<file path="src/rtl/vga_timing_pkg.sv">
// Default 640x480@60 raster constants shared by the VGA timing source and its consumers.
package vga_timing_pkg;

  localparam int unsigned CNT_W   = 10;
  localparam int unsigned FRAME_W = 16;

  localparam int unsigned CLK_DIV = 4;

  localparam int unsigned H_TOTAL        = 800;
  localparam int unsigned H_SYNC         = 96;
  localparam int unsigned H_BRIGHT_START = 144;
  localparam int unsigned H_BRIGHT_END   = 784;

  localparam int unsigned V_TOTAL        = 525;
  localparam int unsigned V_SYNC         = 2;
  localparam int unsigned V_BRIGHT_START = 35;
  localparam int unsigned V_BRIGHT_END   = 515;

  localparam int unsigned PIPE_DEPTH = 1;

endpackage

</file>
<file path="src/rtl/pix_tick_gen.sv">
// Board-clock divider: adv is high during the last board clock of each pixel period.
module pix_tick_gen #(
  parameter int unsigned CLK_DIV = 4
) (
  input  logic clk,
  input  logic rst,
  output logic adv
);

  localparam int unsigned DIV_W = $clog2(CLK_DIV);
  localparam logic [DIV_W-1:0] DIV_LAST = DIV_W'(CLK_DIV - 1);

  logic [DIV_W-1:0] div;

  always_ff @(posedge clk or negedge rst) begin
    if (!rst) begin
      div <= '0;
    end else if (adv) begin
      div <= '0;
    end else begin
      div <= div + 1'b1;
    end
  end

  assign adv = (div == DIV_LAST);

endmodule

</file>
<file path="src/rtl/vga_timing_gen.sv">
// Raster timing source: pixel-rate counters, sync/bright decode and frame strobe/counter.
// Defining VGA_SYNC_PIPE_EN delays hSync/vSync/bright by PIPE_DEPTH clk cycles.
module vga_timing_gen
  import vga_timing_pkg::*;
#(
  parameter int unsigned CLK_DIV        = vga_timing_pkg::CLK_DIV,
  parameter int unsigned H_TOTAL        = vga_timing_pkg::H_TOTAL,
  parameter int unsigned H_SYNC         = vga_timing_pkg::H_SYNC,
  parameter int unsigned H_BRIGHT_START = vga_timing_pkg::H_BRIGHT_START,
  parameter int unsigned H_BRIGHT_END   = vga_timing_pkg::H_BRIGHT_END,
  parameter int unsigned V_TOTAL        = vga_timing_pkg::V_TOTAL,
  parameter int unsigned V_SYNC         = vga_timing_pkg::V_SYNC,
  parameter int unsigned V_BRIGHT_START = vga_timing_pkg::V_BRIGHT_START,
`ifdef VGA_SYNC_PIPE_EN
  parameter int unsigned V_BRIGHT_END   = vga_timing_pkg::V_BRIGHT_END,
  parameter int unsigned PIPE_DEPTH     = vga_timing_pkg::PIPE_DEPTH
`else
  parameter int unsigned V_BRIGHT_END   = vga_timing_pkg::V_BRIGHT_END
`endif
) (
  input  logic               clk,
  input  logic               rst,
  output logic               pix_tick,
  output logic [CNT_W-1:0]   hCount,
  output logic [CNT_W-1:0]   vCount,
  output logic               hSync,
  output logic               vSync,
  output logic               bright,
  output logic               frame_start,
  output logic [FRAME_W-1:0] frame_count
);

  localparam logic [CNT_W-1:0] H_LAST = CNT_W'(H_TOTAL - 1);
  localparam logic [CNT_W-1:0] V_LAST = CNT_W'(V_TOTAL - 1);
  localparam logic [CNT_W-1:0] H_SYNC_C = CNT_W'(H_SYNC);
  localparam logic [CNT_W-1:0] V_SYNC_C = CNT_W'(V_SYNC);
  localparam logic [CNT_W-1:0] H_BS = CNT_W'(H_BRIGHT_START);
  localparam logic [CNT_W-1:0] H_BE = CNT_W'(H_BRIGHT_END);
  localparam logic [CNT_W-1:0] V_BS = CNT_W'(V_BRIGHT_START);
  localparam logic [CNT_W-1:0] V_BE = CNT_W'(V_BRIGHT_END);

  logic             adv;
  logic [CNT_W-1:0] h_nxt;
  logic [CNT_W-1:0] v_nxt;
  logic             frame_wrap;
  logic             hs_q;
  logic             vs_q;
  logic             br_q;

  pix_tick_gen #(.CLK_DIV(CLK_DIV)) u_pix_tick_gen (
    .clk (clk),
    .rst (rst),
    .adv (adv)
  );

  always_comb begin
    h_nxt      = hCount;
    v_nxt      = vCount;
    frame_wrap = 1'b0;
    if (adv) begin
      if (hCount < H_LAST) begin
        h_nxt = hCount + 1'b1;
      end else begin
        h_nxt = '0;
        if (vCount == V_LAST) begin
          v_nxt      = '0;
          frame_wrap = 1'b1;
        end else begin
          v_nxt = vCount + 1'b1;
        end
      end
    end
  end

  // Decode uses next-state counters so it lands in the same cycle as hCount/vCount.
  always_ff @(posedge clk or negedge rst) begin
    if (!rst) begin
      hCount      <= '0;
      vCount      <= '0;
      pix_tick    <= 1'b0;
      frame_start <= 1'b0;
      frame_count <= '0;
      hs_q        <= 1'b0;
      vs_q        <= 1'b0;
      br_q        <= 1'b0;
    end else begin
      hCount      <= h_nxt;
      vCount      <= v_nxt;
      pix_tick    <= adv;
      frame_start <= frame_wrap;
      if (frame_wrap) begin
        frame_count <= frame_count + 1'b1;
      end
      hs_q <= (h_nxt >= H_SYNC_C);
      vs_q <= (v_nxt >= V_SYNC_C);
      br_q <= (h_nxt >= H_BS) && (h_nxt < H_BE) && (v_nxt >= V_BS) && (v_nxt < V_BE);
    end
  end

`ifdef VGA_SYNC_PIPE_EN
  logic [PIPE_DEPTH-1:0] hs_pipe;
  logic [PIPE_DEPTH-1:0] vs_pipe;
  logic [PIPE_DEPTH-1:0] br_pipe;

  always_ff @(posedge clk or negedge rst) begin
    if (!rst) begin
      hs_pipe <= '0;
      vs_pipe <= '0;
      br_pipe <= '0;
    end else begin
      hs_pipe <= (hs_pipe << 1) | PIPE_DEPTH'(hs_q);
      vs_pipe <= (vs_pipe << 1) | PIPE_DEPTH'(vs_q);
      br_pipe <= (br_pipe << 1) | PIPE_DEPTH'(br_q);
    end
  end

  assign hSync  = hs_pipe[PIPE_DEPTH-1];
  assign vSync  = vs_pipe[PIPE_DEPTH-1];
  assign bright = br_pipe[PIPE_DEPTH-1];
`else
  assign hSync  = hs_q;
  assign vSync  = vs_q;
  assign bright = br_q;
`endif

endmodule

</file>
<file path="config.mk">
export PLATFORM = sky130hd
export DESIGN_NAME = vga_timing_gen
export DESIGN_NICKNAME = d
export VERILOG_FILES = /design/src/rtl/vga_timing_pkg.sv /design/src/rtl/pix_tick_gen.sv /design/src/rtl/vga_timing_gen.sv
export SDC_FILE = /design/constraint.sdc
export NUM_CORES = 1
export LEC_CHECK = 0
export ABC_AREA = 0
export CORE_ASPECT_RATIO = 0.75
export CORE_MARGIN = 1.5
export CORE_UTILIZATION = 35
export DETAILED_ROUTE_END_ITERATION = 8
export RECOVER_POWER = 100
export SLEW_MARGIN = 20
export SYNTH_ARGS = -nofsm -noshare
export SYNTH_HDL_FRONTEND = slang
export SYNTH_HIERARCHICAL = 1
export SYNTH_SLANG_ARGS = --single-unit
</file>
<file path="constraint.sdc">
create_clock -name clk -period 3.8 [get_ports clk]
set_clock_uncertainty 0.15 [all_clocks]
set_input_delay 0.76 -clock clk [delete_from_list [all_inputs] [get_ports clk]]
set_output_delay 0.76 -clock clk [all_outputs]
set_load 0.01 [all_outputs]
</file>
==> qor.yml, run 1 <==
status:
  status: "finished with violations"
  violations: "max-capacitance violations, max-slew violations"
sta:
  fin_tns_setup_ps: 0
  slew_headroom_pct: -52.3
  period_share_pct: 82.1
  fin_crit_ps: 3120
  max_freq_ghz: 0.320
  setup_viol: 0
  grt_setup_unrepaired: "no"
  worstMarginPinSlew_ps: 2280
  hold_viol: 0
  finalMaxSlewViolations: 44
global_routing:
  grt-ovfl-total: 0
  grt_use_total_pct: 15.5
  grt_start_max_net_pins: 44
  antenna_found_initial: 0
  grt_pass1_vias: 1590
  grt_pass1_wl_mm: 7.96
floorplan:
  ioPinCount: 43
  die-width_um: 92.8
  rows: 24
  dieHeight_um: 70.3
  die_area_um2: 6530
  start_util_pct: 36.3
  core-area_um2: 5830
synthesis:
  synthFlopType: "dfrtp_1"
  netlist_top_cells_count: "dfrtp_1, nand2_1, xnor2_1"
  ys_seq_elements: 43
  syn_avg_cell_area_um2: 10.5
  syn_nets: 209
  yosysUniqueCellTypes: 46
  yosys_warnings: 6
  synth_top_family_by_area: "simple AND/OR/NAND/NOR gates"
  netlist_top_cells_area: "dfrtp_1, xnor2_1, nand2_1, xor2_1, nand3_1"
  yosysMostFrequentCell: "dfrtp_1"
  synth_xor_area_share_pct: 10.3
  synthCells: 202
  synth_compound_area_share_pct: 9.58
  async_flop_share_pct: 100
  synth_top_cell_by_area: "dfrtp_1"
  synth_area_um2: 2120
  synth-edff-count: 0
  muxShareOfSynthArea_pct: 1.54
  synthSimpleGateAreaFrac_pct: 22.6
  seq_area_frac_synth_pct: 50.9
  synthAdderAreaFrac_pct: 2.96
  synth_top_cell_area_share_pct: 50.9
layout:
  syn2layout_area_growth_pct: 27.8
  multi_input_comb_area_um2: 987
  final_nets: 254
  n_antenna_cell: 0
  drive_above_1_share_pct: 4.86
  fillers: 560
  regArea_um2: 1080
worst_setup_path:
  cp-end-kind: "flip-flop"
  cp.arrival_ps: 3150
  cp.required_ps: 3830
  crit_top_cell: "or3_1"
  critPathKind: "reg2reg"
  cp_max_fo: 17
  cp-start-kind: "flip-flop"
  max_stage_delay_ps: 630
  cp_slowest_cell: "a21oi_2"
  worstPathCellList: "ha_1, nand3_1, a21oi_2, o211ai_1, a211o_1, or3_1, or3_1"
pwr:
  vdd_drop_max_mv: 0.128
  power.density_nw_per_um2: 302
  p_leak_nw: 1.32
  power_w: 0.000817
clock_tree:
  numCtsBuffers: 5
  cts_buffer_depth: 2
  post_cts_resized: 0
  clkTransAtPathRegs_ps: 80
  cts_num_sinks: 43
  clock_latency_ps: 300
  cts_root_buffer: "clkbuf_8"
  holdBufCountCts: 0
  cts_tree: "yes"
  post_cts.repair.setup_buffers: 0
  htreeDepth: 2
route:
  antenna_left: 0
  drc_errors: 0
  drtPass1Iterations: 4
  routedWlPerCell_um: 14.1
  via_per_inst: 5.19
  drt-initial-drc-count: 97
  via_count: 1687
  routed_wl_mm: 4.57
placed_design:
  dp_hpwl_mm: 3.24
  gp_congestion: 0.785
  io_buffers: 42
flow_run:
  maxCapViolCount: 1
worst_hold_path:
  hold_path.class: "reg2reg"
==> kinds of logic after synthesis <==
| group | Yosys count |
|---|---|
| multiplexers | 3 |
| flip-flops | 43 |
| XOR/XNOR | 25 |
| buffers and inverters | 10 |
| AO/OA/AOI/OAI | 29 |
| adder cells (fa/ha/maj) | 5 |
| AND/OR/NAND/NOR | 87 |
==> per-stage QoR <==
stage / utilization (%) / cell area (um^2) / hold slack (ps) / std cells / worst slack, ps
3_5_place_dp: 44.8 / 2610 / 268 / 318 / 746
5_1_grt: 46.4 / 2700 / 311 / 325 / 301
4_1_cts: 46.6 / 2710 / 285 / 325 / 706
2_1_floorplan: - / 2120 / 253 / 202 / 1080
6_report: 46.4 / 2700 / 282 / 325 / 679
3_3_place_gp: 44.8 / 2610 / 261 / 318 / 827
==> registers in the layout (all words and copies together) (netlist names) <==
signal,flops
hSync,1
bright,1
pix_tick,1
vCount,10
hCount,10
vSync,1
frame_count,16
frame_start,1
u_pix_tick_gen/div,2
==> cell type report <==
cell class	instances	area share, %
repair buffers	42	15.3
well taps	78	3.61
multi-input cells	149	36.5
inverters	6	0.833
flip-flops and latches	43	39.8
clock inverters	2	1.39
clock buffers	5	2.55
==> worst max-delay path, delay by kind of cell (launching register included) <==
kind / cells / cell delay [ps]
DFF: 1 / 360
AOI/OAI and AO/OA: 3 / 1180
and+or+nand+nor: 3 / 910
adders and majority gates: 1 / 400
==> per-layer routing <==
metal | up-vias | global-route usage, % | wire [um]
li1 | 809 | - | -
met2 | 56 | 20.5 | 1930
met1 | 815 | 24.0 | 2310
met4 | 0 | 6.06 | 74
met3 | 7 | 3.49 | 258
met5 | - | 0 | 0
==> placed cells by master (no fill, tap or decap), types with 3 or more instances in the layout <==
| cell type | netlist | layout |
|---|---|---|
| dfrtp_1 | 43 | 43 |
| dlygate4sd3_1 | 0 | 41 |
| nand2_1 | 20 | 20 |
| xnor2_1 | 17 | 17 |
| nor2_1 | 14 | 15 |
| nand3_1 | 13 | 13 |
| xor2_1 | 8 | 8 |
| and3_1 | 7 | 7 |
| nand4_1 | 7 | 7 |
| inv_1 | 6 | 6 |
| o21ai_0 | 5 | 5 |
| ha_1 | 5 | 5 |
| clkbuf_8 | 0 | 5 |
| or3_1 | 4 | 4 |
| and4_1 | 3 | 3 |
| a21oi_1 | 3 | 3 |
| a211oi_1 | 3 | 3 |
| a31oi_1 | 3 | 3 |
| nor3_1 | 3 | 3 |
==> power breakdown <==
| group | total, W | leakage, nW | internal, W | switching (W) |
|---|---|---|---|---|
| logic | 0.00000870 | 0.683 | 0.000000156 | 0.00000854 |
| registers | 0.000457 | 0.587 | 0.000457 | 0 |
| clock network | 0.000352 | 0.0502 | 0.000192 | 0.000159 |
==> worst paths after layout <==
check	slack, ps	cells past startpoint	end	start
max reg2reg	680	7	vSync	u_pix_tick_gen/div[0]
max	680	7	vSync	u_pix_tick_gen/div[0]
min in group asynchronous	980	1	frame_count[10]	rst
min reg2reg	280	1	u_pix_tick_gen/div[0]	u_pix_tick_gen/div[0]
max in group asynchronous	1220	1	hCount[7]	rst
min	280	1	u_pix_tick_gen/div[0]	u_pix_tick_gen/div[0]
Power figures use the tool's default switching activity.
==> run 2, diff against run 1 <==
==> constraint.sdc (replaced) <==
create_clock -name clk -period 2.83 [get_ports clk]
set_clock_uncertainty 0.15 [all_clocks]
set_input_delay 0.566 -clock clk [delete_from_list [all_inputs] [get_ports clk]]
set_output_delay 0.566 -clock clk [all_outputs]
set_load 0.01 [all_outputs]
==> run 2 against run 1 <==
  * The run now ends clean
  * Critical path depth is the same
  * Power grew 45%
  * Sequential power increased by 34%
  * Cell count increased by 4.6%
  * Non-clock buffer count increased by 14
  * Critical path type unchanged
  * Largest cell class unchanged
==> qor.yml, run 2 (synthesis results as in run 1) <==
status:
  status: "complete, no violations"
floorplan:
  start_util_pct: 36.3
  dieHeight_um: 70.3
  ioPinCount: 43
  core-area_um2: 5830
  rows: 24
  die_area_um2: 6530
  die-width_um: 92.8
route:
  drt-initial-drc-count: 84
  via_per_inst: 5.13
  drtPass1Iterations: 4
  drc_errors: 0
  routed_wl_mm: 4.74
  antenna_left: 0
  routedWlPerCell_um: 14.0
  via_count: 1743
sta:
  max_freq_ghz: 0.371
  worstMarginPinSlew_ps: 1150
  setup_viol: 0
  hold_viol: 0
  finalWorstSetupSlack_ps: 132
  fin_crit_ps: 2700
  fin_tns_setup_ps: 0
  finalMaxSlewViolations: 0
  period_share_pct: 95.3
  slew_headroom_pct: 23.7
global_routing:
  grt-ovfl-total: 0
  grt_pass1_vias: 1586
  grt_start_max_net_pins: 24
  antenna_found_initial: 0
  grt_pass1_wl_mm: 7.72
  grt_use_total_pct: 15.4
placed_design:
  io_buffers: 42
  dp_hpwl_mm: 3.46
  post-place-ws_ps: 40.9
  gp_congestion: 0.858
clock_tree:
  cts_buffer_depth: 2
  htreeDepth: 2
  cts_num_sinks: 43
  cts_tree: "yes"
  cts_root_buffer: "clkbuf_8"
  numCtsBuffers: 5
  clkTransAtPathRegs_ps: 80
  clock_latency_ps: 290
worst_setup_path:
  cp_max_fo: 5
  cp.arrival_ps: 2720
  cp-start-kind: "flip-flop"
  critPathKind: "reg2reg"
  cp.required_ps: 2850
  cp-end-kind: "flip-flop"
layout:
  syn2layout_area_growth_pct: 34.9
  drive_above_1_share_pct: 11.8
  largest_reg_flops: 16
  fillers: 565
  multi_input_comb_area_um2: 1010
  layout_common_cells: "dfrtp_1, clkdlybuf4s50_1, nand2_1, xnor2_1, nor2_1"
  top_register: "frame_count"
  fin_util_pct: 49.0
  regArea_um2: 1080
  final_nets: 268
  largestRegisters: "frame_count x16, hCount x10, vCount x10"
  n_antenna_cell: 0
pwr:
  power_w: 0.00119
  vdd_drop_max_mv: 0.218
  power.density_nw_per_um2: 415
  p_leak_nw: 1.27
worst_hold_path:
  hold_path.class: "reg2reg"
flow_run:
  maxCapViolCount: 0
-- run 2: changes by cell type in the layout (fill, tap and decap cells not counted), sizes merged --
cell | previous run | this run
dlygate4sd3 | 41 | 0
clkdlybuf4s50 | 0 | 41
clkinvlp | 1 | 0
buf | 0 | 12
bufinv | 1 | 2
clkbuf | 6 | 9
-- run 2: path summary, 6_finish.rpt --
kind                       slack (ps)  cells past startpoint                     to                   from
min in group asynchronous         320                      1        frame_count[13]                    rst
setup reg to reg                  130                      7                  vSync              hCount[1]
hold reg to reg                   280                      1  u_pix_tick_gen/div[0]  u_pix_tick_gen/div[0]
hold / removal                    280                      1  u_pix_tick_gen/div[0]  u_pix_tick_gen/div[0]
setup / recovery                  130                      7                  vSync              hCount[1]
max in group asynchronous        1020                      2              vCount[1]                    rst
-- run 2: per-stage QoR --
step	hold WS [ps]	instances	instance area, um^2
2_1_floorplan	120	202	2120
3_3_place_gp	265	331	2710
3_5_place_dp	270	331	2710
4_1_cts	76.3	339	2840
5_1_grt	297	340	2850
6_report	275	340	2850
-- run 2: metal layers --
metal	share of wire, %	track usage, %	wire [um]
met1	53	23.4	2520
met2	41	20.2	1950
met3	4.2	4.90	199
met5	0	0	0
met4	1.6	5.05	74
-- run 2: area by class of cell --
type	count	area share, %
sequential	43	37.8
multi-input combinational	149	35.4
timing repair buffer	56	18.0
tap	78	3.42
clock buffer	6	2.54
clock inverter	2	2.10
inverter	6	0.789
-- run 2: critical path: stages (launching register included) --
cell,delay [ps]
dfrtp_1,400
ha_1,230
nand4_4,150
a211oi_2,330
mux2_2,380
a211o_1,300
or3_1,330
or3_1,300
-- run 2: report_power, final --
part / total (W) / switching [W] / internal, W
registers: 0.000614 / 0 / 0.000614
clock network: 0.000559 / 0.000207 / 0.000353
logic: 0.0000125 / 0.0000118 / 0.000000723
-- run 2: what timing repair did --
item,CTS,global route
setup buffers,0,1
pin swaps,0,1
hold endpoints to repair,0,0
setup endpoints to repair,2,3
hold buffers,0,0
gates resized for setup,1,3
==> run 3, diff against run 2 <==
--- a/config.mk
+++ b/config.mk
@@ -16,3 +16,4 @@
 export SYNTH_HDL_FRONTEND = slang
 export SYNTH_HIERARCHICAL = 1
 export SYNTH_SLANG_ARGS = --single-unit
+export TNS_END_PERCENT = 100
==> results of run 3 <==
No change in the layout: final DEF, timing and power equal those of run 2.
